$ cat config.mk
export PLATFORM = sky130hd
export DESIGN_NAME = prog_loader_flat
export DESIGN_NICKNAME = d
export VERILOG_FILES = /design/src/rtl/prog_loader_pkg.sv /design/src/rtl/prog_loader_if.sv /design/src/rtl/prog_loader_packer.sv /design/src/rtl/prog_loader.sv /design/src/flat_wrapper.sv
export SDC_FILE = /design/constraint.sdc
export NUM_CORES = 1
export LEC_CHECK = 0
export ABC_AREA = 1
export CORE_UTILIZATION = 49
export CTS_CLUSTER_DIAMETER = 40
export DETAILED_ROUTE_END_ITERATION = 10
export MAX_ROUTING_LAYER = met4
export PLACE_DENSITY_LB_ADDON = 0.1
export SLEW_MARGIN = 20
export SYNTH_ARGS = -nofsm -noshare
export SYNTH_HDL_FRONTEND = slang
export SYNTH_SLANG_ARGS = --single-unit
$ cat constraint.sdc
create_clock -name clock -period 1.85 [get_ports clock]
set_clock_uncertainty 0.15 [all_clocks]
set_input_delay 0.185 -clock clock [delete_from_list [all_inputs] [get_ports clock]]
set_output_delay 0.185 -clock clock [all_outputs]
set_load 0.01 [all_outputs]
$ cat src/rtl/prog_loader_pkg.sv
// Shared types and constants for the boot-time program loader.
// Optional checksum stage is enabled by defining PROG_LOADER_CHECKSUM_EN.
package prog_loader_pkg;

  localparam int BYTES_PER_WORD = 4;
  localparam int LEN_WIDTH      = 16;
  localparam int LANE_WIDTH     = $clog2(BYTES_PER_WORD);

  typedef enum logic [2:0] {
    LEN_LO,
    LEN_HI,
    DATA,
    CHK,
    DONE,
    ERROR
  } state_t;

endpackage

$ cat src/rtl/prog_loader_if.sv
// Byte-stream input and instruction-memory write port of the program loader.
// The loader takes the slave side; the stream source / memory model take master.
interface prog_loader_if #(
  parameter int ADDR_WIDTH = 10
);
  logic [7:0]            in_data;
  logic                  in_valid;
  logic                  in_ready;
  logic                  mem_we;
  logic [ADDR_WIDTH-1:0] mem_addr;
  logic [31:0]           mem_wdata;

  modport master (
    output in_data,
    output in_valid,
    input  in_ready,
    input  mem_we,
    input  mem_addr,
    input  mem_wdata
  );

  modport slave (
    input  in_data,
    input  in_valid,
    output in_ready,
    output mem_we,
    output mem_addr,
    output mem_wdata
  );
endinterface

$ cat src/rtl/prog_loader_packer.sv
// Little-endian byte-to-word assembler: lane byte_cnt receives each byte and the
// completed word is presented with a one-cycle word_valid the cycle after its 4th byte.
module byte_to_word_packer
  import prog_loader_pkg::*;
(
  input  logic                  clock,
  input  logic                  reset,
  input  logic                  clear,
  input  logic                  byte_en,
  input  logic [7:0]            byte_data,
  output logic [LANE_WIDTH-1:0] byte_cnt,
  output logic                  word_valid,
  output logic [31:0]           word_data
);

  logic [LANE_WIDTH-1:0] byte_cnt_reg;
  logic [7:0]            lane_reg [BYTES_PER_WORD-1];
  logic [31:0]           word_next;
  logic                  word_last;
  logic                  word_valid_reg;
  logic [31:0]           word_data_reg;

  assign word_last = byte_en && (byte_cnt_reg == LANE_WIDTH'(BYTES_PER_WORD - 1));

  // The top lane is never stored: it is taken straight from the bus on the closing byte.
  assign word_next[8*BYTES_PER_WORD-1 -: 8] = byte_data;

  generate
    for (genvar gi = 0; gi < BYTES_PER_WORD - 1; gi++) begin : g_lane
      assign word_next[8*gi +: 8] = lane_reg[gi];

      always_ff @(posedge clock) begin
        if (reset || clear) begin
          lane_reg[gi] <= '0;
        end else if (byte_en && (byte_cnt_reg == LANE_WIDTH'(gi))) begin
          lane_reg[gi] <= byte_data;
        end
      end
    end
  endgenerate

  // clear only rewinds assembly; a write already scheduled still goes out.
  always_ff @(posedge clock) begin
    if (reset) begin
      byte_cnt_reg   <= '0;
      word_valid_reg <= 1'b0;
      word_data_reg  <= '0;
    end else begin
      word_valid_reg <= word_last;
      if (word_last) begin
        word_data_reg <= word_next;
      end
      if (clear) begin
        byte_cnt_reg <= '0;
      end else if (byte_en) begin
        byte_cnt_reg <= byte_cnt_reg + LANE_WIDTH'(1);
      end
    end
  end

  assign byte_cnt   = byte_cnt_reg;
  assign word_valid = word_valid_reg;
  assign word_data  = word_data_reg;

endmodule

$ cat src/rtl/prog_loader.sv
// Boot-time loader: length-prefixed byte stream -> instruction memory words, holding
// the CPU in reset until the image is complete. Define PROG_LOADER_CHECKSUM_EN for a trailing XOR byte.
module prog_loader
  import prog_loader_pkg::*;
#(
  parameter int MAX_WORDS  = 256,
  parameter int ADDR_WIDTH = 10
) (
  input  logic          clock,
  input  logic          reset,
  input  logic          start,
  prog_loader_if.slave  bus,
  output logic          cpu_reset,
  output logic          done,
  output logic          error
);

  localparam int                   WCNT_WIDTH = $clog2(MAX_WORDS + 1);
  localparam logic [LEN_WIDTH-1:0] MAX_LEN    = LEN_WIDTH'(MAX_WORDS);

  state_t                  state_reg, state_next;
  logic [LEN_WIDTH-1:0]    length_reg;
  logic [LEN_WIDTH-1:0]    len_full;
  logic [WCNT_WIDTH-1:0]   word_cnt_reg;
  logic [ADDR_WIDTH-1:0]   mem_addr_reg;
  logic                    in_ready_reg, in_ready_next;
  logic                    done_reg, done_next;
  logic                    error_reg, error_next;
  logic                    cpu_reset_reg, cpu_reset_next;

  logic                    accept;
  logic                    len_lo_we;
  logic                    len_hi_we;
  logic                    data_byte_en;
  logic                    cnt_clear;
  logic                    word_done;
  logic                    last_word;
  logic [LANE_WIDTH-1:0]   byte_cnt;
  logic                    word_valid;
  logic [31:0]             word_data;

`ifdef PROG_LOADER_CHECKSUM_EN
  logic [7:0]              xor_reg;
`endif

  assign accept    = bus.in_valid && in_ready_reg;
  assign len_full  = {bus.in_data, length_reg[7:0]};
  assign word_done = data_byte_en && (byte_cnt == LANE_WIDTH'(BYTES_PER_WORD - 1));
  assign last_word = (LEN_WIDTH'(word_cnt_reg) == (length_reg - LEN_WIDTH'(1)));

  byte_to_word_packer u_packer (
    .clock      (clock),
    .reset      (reset),
    .clear      (cnt_clear),
    .byte_en    (data_byte_en),
    .byte_data  (bus.in_data),
    .byte_cnt   (byte_cnt),
    .word_valid (word_valid),
    .word_data  (word_data)
  );

  always_ff @(posedge clock) begin
    if (reset) begin
      state_reg <= LEN_LO;
    end else begin
      state_reg <= state_next;
    end
  end

  always_comb begin
    state_next   = state_reg;
    len_lo_we    = 1'b0;
    len_hi_we    = 1'b0;
    data_byte_en = 1'b0;
    cnt_clear    = 1'b0;

    case (state_reg)
      LEN_LO: begin
        if (accept) begin
          len_lo_we  = 1'b1;
          state_next = LEN_HI;
        end
      end
      LEN_HI: begin
        if (accept) begin
          len_hi_we = 1'b1;
          cnt_clear = 1'b1;
          if ((len_full == '0) || (len_full > MAX_LEN)) begin
            state_next = ERROR;
          end else begin
            state_next = DATA;
          end
        end
      end
      DATA: begin
        if (accept) begin
          data_byte_en = 1'b1;
          if (word_done && last_word) begin
`ifdef PROG_LOADER_CHECKSUM_EN
            state_next = CHK;
`else
            state_next = DONE;
`endif
          end
        end
      end
      CHK: begin
`ifdef PROG_LOADER_CHECKSUM_EN
        if (accept) begin
          state_next = (bus.in_data == xor_reg) ? DONE : ERROR;
        end
`else
        state_next = LEN_LO;
`endif
      end
      DONE, ERROR: begin
        if (start) begin
          state_next = LEN_LO;
          cnt_clear  = 1'b1;
        end
      end
      default: state_next = LEN_LO;
    endcase

    // in_ready decodes the upcoming state so it is never high in DONE/ERROR.
    in_ready_next  = (state_next != DONE) && (state_next != ERROR);
    done_next      = (state_reg == DONE) && !start;
    error_next     = (state_reg == ERROR) && !start;
    cpu_reset_next = !done_next;
  end

  always_ff @(posedge clock) begin
    if (reset) begin
      length_reg    <= '0;
      word_cnt_reg  <= '0;
      mem_addr_reg  <= '0;
      in_ready_reg  <= 1'b1;
      done_reg      <= 1'b0;
      error_reg     <= 1'b0;
      cpu_reset_reg <= 1'b1;
    end else begin
      in_ready_reg  <= in_ready_next;
      done_reg      <= done_next;
      error_reg     <= error_next;
      cpu_reset_reg <= cpu_reset_next;
      if (len_lo_we) begin
        length_reg[7:0] <= bus.in_data;
      end
      if (len_hi_we) begin
        length_reg[LEN_WIDTH-1:8] <= bus.in_data;
      end
      // Address is latched with the closing byte so it lines up with the packer's write pulse.
      if (cnt_clear) begin
        word_cnt_reg <= '0;
      end else if (word_done) begin
        word_cnt_reg <= word_cnt_reg + WCNT_WIDTH'(1);
        mem_addr_reg <= ADDR_WIDTH'({word_cnt_reg, 2'b00});
      end
    end
  end

`ifdef PROG_LOADER_CHECKSUM_EN
  always_ff @(posedge clock) begin
    if (reset || cnt_clear) begin
      xor_reg <= '0;
    end else if (data_byte_en) begin
      xor_reg <= xor_reg ^ bus.in_data;
    end
  end
`endif

  assign bus.in_ready  = in_ready_reg;
  assign bus.mem_we    = word_valid;
  assign bus.mem_addr  = mem_addr_reg;
  assign bus.mem_wdata = word_data;
  assign cpu_reset     = cpu_reset_reg;
  assign done          = done_reg;
  assign error         = error_reg;

endmodule

$ cat src/flat_wrapper.sv
// flat-port wrapper written by rule: the top's interface ports become plain ports
module prog_loader_flat import prog_loader_pkg::*;
#(
  parameter int MAX_WORDS  = 256,
  parameter int ADDR_WIDTH = 10
)
  (clock, reset, start, cpu_reset, done, error, bus_in_data, bus_in_valid, bus_in_ready, bus_mem_we, bus_mem_addr, bus_mem_wdata);
  prog_loader_if #(.ADDR_WIDTH(ADDR_WIDTH)) bus_i ();
  input  logic clock;
  input  logic reset;
  input  logic start;
  output logic cpu_reset;
  output logic done;
  output logic error;
  input wire logic [$bits(bus_i.in_data)-1:0] bus_in_data;
  input wire logic [$bits(bus_i.in_valid)-1:0] bus_in_valid;
  output wire logic [$bits(bus_i.in_ready)-1:0] bus_in_ready;
  output wire logic [$bits(bus_i.mem_we)-1:0] bus_mem_we;
  output wire logic [$bits(bus_i.mem_addr)-1:0] bus_mem_addr;
  output wire logic [$bits(bus_i.mem_wdata)-1:0] bus_mem_wdata;
  assign bus_i.in_data = bus_in_data;
  assign bus_i.in_valid = bus_in_valid;
  assign bus_in_ready = bus_i.in_ready;
  assign bus_mem_we = bus_i.mem_we;
  assign bus_mem_addr = bus_i.mem_addr;
  assign bus_mem_wdata = bus_i.mem_wdata;
  prog_loader #(.MAX_WORDS(MAX_WORDS), .ADDR_WIDTH(ADDR_WIDTH)) u_core (.clock(clock), .reset(reset), .start(start), .bus(bus_i), .cpu_reset(cpu_reset), .done(done), .error(error));
endmodule
==> results of run 1 <==
synthesized netlist by cell type (all sizes together):
master	count	share of area [%]
clkbuf	14	1.2
xor2	5	1.0
o21ai	60	7.0
a21oi	37	4.4
edfxtp	24	17
clkinv	1	0.087
buf	5	1.0
nor3b	1	0.17
o211ai	1	0.29
o21bai	2	0.35
conb	1	0.087
nand2	85	7.9
dfxtp	75	35
nor2	124	12
nor3	3	0.35
inv	50	4.4
nand3b	1	0.17
xnor2	6	1.2
nor4	3	0.78
ha	6	1.7
nand3	17	3.0
or2	1	0.15
nand4	4	0.93
cell families (layout without fill, tap and decap cells):
family | count (synthesis) | after routing | synth area share (%)
compound gates | 100 | 100 | 12.0
simple gates | 239 | 239 | 25.5
buf+inv | 70 | 166 | 6.77
fa+ha+maj | 6 | 6 | 1.74
other cells | 1 | 2 | 0.0871
xor+xnor | 11 | 11 | 2.24
flops | 99 | 99 | 51.6
worst min path at each step:
stage,start,to,slack [ns],cells after the start
finish,u_core.bus.mem_addr[2],u_core.bus.mem_addr[2],0.32,2
global route,u_core.bus.mem_addr[2],u_core.bus.mem_addr[2],0.35,2
CTS,u_core.bus.mem_addr[2],u_core.bus.mem_addr[2],0.32,2
detailed placement,u_core.bus.mem_addr[2],u_core.bus.mem_addr[2],0.30,2
global placement,u_core.u_packer.lane_reg[0][1],bus_mem_wdata[1],0.30,2
floorplan,reset,u_core.bus.mem_addr[2],0.10,1
layer usage:
metal	share of wire, %	global-route usage (%)	up-vias
met5	0	-	-
met1	46	34.2	1684
met2	47	40.4	106
met4	1.6	8.21	0
li1	-	-	1873
met3	4.9	4.74	17
cell type report:
type,count,area [um^2],area share (%)
multi-input combinational,358,1890,33.9
inverter,51,196,3.52
timing repair buffer,99,950,17.0
sequential,99,2230,39.9
tap,105,131,2.35
clock buffer,11,141,2.53
clock inverter,5,45.0,0.806
critical path, cell delays in order (launching register included):
cell and delay (ns):
dfxtp_2 0.34, buf_6 0.11, nor2_4 0.11, nand2_4 0.09, nor2_4 0.16, nand2_1 0.08
nand2_1 0.07, nand2_1 0.05, inv_1 0.06, nand2_2 0.07, nor2_4 0.13, nand3_2 0.12
a21oi_2 0.16, inv_2 0.04
power by group:
part           switching (mW)  internal [mW]
Clock                   0.808          0.549
Sequential             0.0625           2.29
Combinational           0.439          0.317
Total                    1.31           3.16
repair_timing:
item | CTS | global route
endpoints found under the hold margin | 0 | 0
cloned | 0 | 0
setup buffers | 2 | 0
endpoints found under the setup margin | 4 | 5
resized for setup | 17 | 21
pin swaps | 9 | 14
==> flow_summary_export.csv, run 1 <==
group,metric,value,unit
synth,ys_seq_area_share,51.6,%
pwr,finalPower,4.47,mW
synth,ys.warnings.count,0,
global_routing,grt_pass1_wl,17000,um
layout,layout_commonest_cell,"nor2_1",
critical_path,worst-r2r-cell-count,13,
drt,routed-via-count,3680,
place,dp_hpwl,7510,um
drt,drt_iter0_drc,209,
critical_path,cp_max_fo,4,
die,coreArea,0.00834,mm^2
die,start_util,51.6,%
critical_path,rrSetupSlack,0.009,ns
die,pin_count,59,
layout,layout.nets,636,
drt,ant_nets,0,
global_routing,grt_max_degree,57,
die,core.rowCount,33,
critical_path,cp.required,1.97,ns
die,dieArea,0.00916,mm^2
timing,timing.setup.tns,0,ns
critical_path,cp-endpoint,"u_core.bus.in_ready",
synth,synth_seq_cells,99,
layout,layout.cells.non_filler,728,
layout,antennaDiodeCount,0,
die,die_h,95.7,um
global_routing,first_global_vias,3446,
synth,synth_area,0.00430,mm^2
place,placed_area,0.00527,mm^2
critical_path,r2r-start,"u_core.length_reg[1]",
global_routing,antenna_found_initial,0,
pwr,p_per_area,800,mW/mm^2
global_routing,grtUsageTotal,25.9,%
critical_path,start_kind,"flop",
timing,rsz0062_at_grt,"true",
critical_path,r2r_end,"u_core.bus.in_ready",
drt,routedWlPerCell,14.7,um
job,maxCapViolations,0,
layout,final_cell_mix,"103 x nor2_1, 78 x nand2_1, 69 x dfxtp_1, 59 x o21ai_0, 56 x clkdlybuf4s50_1",
pwr,ir_drop,0.000491,V
drt,drt_wl_total,10700,um
clock_tree,clkSinkCount,99,
layout,final_util,67.0,%
timing,whs,0.323,ns
critical_path,arrival,1.97,ns
synth,synthCells,526,
place,dpl_worst_slack,-0.198,ns
layout,area_delta_synth_final,29.8,%
timing,setup-violations-final,0,
clock_tree,cts_buffer_depth,2,
outcome,outcome,"finished clean",
die,dieWidth,95.7,um
clock_tree,ctsHoldBuffers,0,
global_routing,overflow,0,
critical_path,end_kind,"flop",
place,gp_congestion,0.888,
drt,vias_per_cell,5.05,
drt,drt-pass1-iter-count,4,
timing,post-route-min-period,1.84,ns
clock_tree,numCtsBuffers,9,
pwr,leakagePower,2.44,nW
min_path,hold_path.class,"flop to flop",
clock_tree,cts_tree,"done",
place,dp_cells,710,
timing,hold_viol,0,
critical_path,cp-startpoint,"u_core.length_reg[1]",
clock_tree,htreeDepth,3,
timing,fin_crit_sh,99.5,%
layout,drive_above_1_share,18.5,%
place,io_buffers,56,
timing,layout_setup_ws,0.00871,ns
layout,fillCellCount,695,
drt,route.detailed.drc,0,
critical_path,crit_type,"flop to flop",
clock_tree,insertion_delay,0.37,ns
synth,synth_area_per_cell,8.18,um^2
synth,synth.distinct_cells,37,
timing,slew_violations,0,
clock_tree,clkTransAtPathRegs,0.10,ns
timing,fmax,0.543,GHz
clock_tree,root_buffer,"clkbuf_8",
layout,fin_area,0.00559,mm^2
(Power assumes the default switching activity.)
==> run 2, diff against run 1 <==
SLEW_MARGIN = 25   (was 20)
==> results of run 2 <==
The final DEF is identical to that of run 1; final timing and power are the same.
==> run 3, diff against run 2 <==
CORE_MARGIN = 1   (was default)
MAX_ROUTING_LAYER = default   (was met4)
SKIP_CTS_REPAIR_TIMING = 1   (was default)
==> run 3 against run 2 <==
Effect of this change:
- wire length is 1.2% lower
- highest routed layer unchanged
- first-iteration DRC count increased by 13%
- non-clock buffer count shrank 1
- cell count down 0.14%
- register-to-register slack about the same
- largest cell class unchanged
- critical path depth is 1 lower
- maximum frequency up 0.60%
- die area stayed put
- clock power about the same
- global-route usage shrank 1.0 points
- final area is 0.99% lower
==> flow_summary_export.csv, run 3 (same netlist as run 1, synthesis figures left out) <==
group,metric,value,unit
critical_path,arrival,1.94,ns
pwr,p_int,3.13,mW
clock_tree,root_buffer,"clkbuf_8",
global_routing,grt_max_degree,57,
timing,fmax,0.546,GHz
critical_path,r2r-start,"u_core.length_reg[0]",
critical_path,cp_max_fo,3,
global_routing,antenna_found_initial,0,
drt,drt-pass1-iter-count,5,
pwr,finalPower,4.45,mW
pwr,clkPwrFrac,31.0,%
timing,fin_crit_sh,98.9,%
clock_tree,cts_buffer_depth,2,
drt,ant_nets,0,
pwr,ir_drop,0.000403,V
layout,layout_commonest_cell,"nor2_1",
outcome,outcome,"finished clean",
timing,whs,0.314,ns
timing,post-route-min-period,1.83,ns
critical_path,cp-startpoint,"u_core.length_reg[0]",
timing,hold_viol,0,
die,die_h,95.7,um
die,core.rowCount,33,
clock_tree,clkTransAtPathRegs,0.11,ns
place,gp_congestion,0.889,
clock_tree,cts_tree,"done",
layout,final_util,66.3,%
critical_path,cp_cell_sequence,"inv_2, ha_4, nand3_4, buf_4, nand2_1, nand3_1, nor2_1, nand2_1, nor2_2, nand3_2, a21oi_2, inv_2",
critical_path,critPathSlowestCell,"dfxtp_2",
job,maxCapViolations,0,
critical_path,crit_type,"flop to flop",
pwr,seq_power_share,52.9,%
pwr,p_per_area,804,mW/mm^2
die,start_util,51.6,%
drt,drt_wl_total,10600,um
timing,timing.setup.tns,0,ns
timing,slew_violations,0,
critical_path,cp_slowest_stage_delay,0.34,ns
critical_path,worst-r2r-cell-count,12,
layout,antennaDiodeCount,0,
clock_tree,clkSinkCount,99,
place,io_buffers,56,
clock_tree,insertion_delay,0.37,ns
die,pin_count,59,
layout,drive_above_1_share,17.0,%
clock_tree,numCtsBuffers,9,
timing,rsz0062_at_grt,"true",
global_routing,grtUsageTotal,24.8,%
pwr,swShare,29.7,%
timing,setup-violations-final,0,
min_path,hold_path.class,"flop to flop",
drt,routedWlPerCell,14.5,um
layout,area_delta_synth_final,28.5,%
critical_path,end_kind,"flop",
drt,vias_per_cell,5.09,
pwr,leakagePower,2.42,nW
min_path,holdCritStartpoint,"u_core.u_packer.lane_reg[0][2]",
drt,drt_iter0_drc,237,
layout,final_cell_mix,"107 x nor2_1, 79 x nand2_1, 70 x dfxtp_1, 59 x o21ai_0, 56 x clkdlybuf4s50_1",
layout,fillCellCount,717,
min_path,hold_depth,2,
global_routing,overflow,0,
place,dp_hpwl,7610,um
global_routing,first_global_vias,3544,
critical_path,start_kind,"flop",
die,coreArea,0.00834,mm^2
pwr,combinationalPowerShare,16.2,%
die,dieArea,0.00916,mm^2
layout,register_area,0.00223,mm^2
drt,route.detailed.drc,0,
layout,layout.nets,635,
drt,routed-via-count,3701,
global_routing,grt_pass1_wl,17000,um
die,dieWidth,95.7,um
clock_tree,htreeDepth,3,
layout,multi_input_area,0.00187,mm^2
pwr,p_switching,1.32,mW
critical_path,cp.required,1.96,ns
-- run 3: changes by cell type in the layout (fill, tap and decap cells not counted), sizes merged --
cell | previous run | this run
clkbuf | 11 | 10
buf | 43 | 42
inv | 53 | 55
clkinvlp | 1 | 0
-- run 3: final timing paths --
kind / endpoint / slack (ns)
setup reg to reg: u_core.bus.in_ready / 0.02
setup / recovery: u_core.bus.in_ready / 0.02
hold reg to reg: bus_mem_wdata[2] / 0.31
hold / removal: bus_mem_wdata[2] / 0.31
-- run 3: metal layers --
metal / wire length (um) / track usage (%) / share of wire [%] / vias up
li1: - / - / - / 1872
met1: 4810 / 33.1 / 45 / 1694
met2: 4800 / 39.3 / 45 / 116
met3: 659 / 4.34 / 6.2 / 19
met4: 301 / 11.4 / 2.8 / 0
met5: 0 / 0 / 0 / -
-- run 3: through the flow --
stage / setup WS (ns) / cell area (um^2) / std cells
after detailed placement: -0.180 / 5230 / 708
after global routing: -0.0759 / 5530 / 727
after floorplan: 0.0805 / 4310 / 527
final: 0.0198 / 5530 / 727
after global placement: -0.156 / 5230 / 708
after CTS: -0.108 / 5430 / 724
-- run 3: power groups by stage --
stage	clock network, mW	logic [mW]	registers, mW
after floorplan	0	0.390	2.38
after global placement	0	0.633	2.39
after detailed placement	0	0.633	2.39
after CTS	1.40	0.636	2.34
after global routing	1.50	0.800	2.36
final	1.38	0.720	2.35
-- run 3: layout make-up --
cell class	count	area share [%]
clock inverter	6	1.18
clock buffer	10	2.31
multi-input combinational	358	33.8
inverter	51	3.55
sequential	99	40.3
timing repair buffer	98	16.5
tap	105	2.38
-- run 3: worst max-delay path, delay by kind of cell, from the launching register on --
kind / cells / cell delay [ns]
AOI/OAI and AO/OA: 1 / 0.18
adders and majority gates: 1 / 0.16
and+or+nand+nor: 7 / 0.64
DFF: 1 / 0.34
buffers and inverters: 3 / 0.24
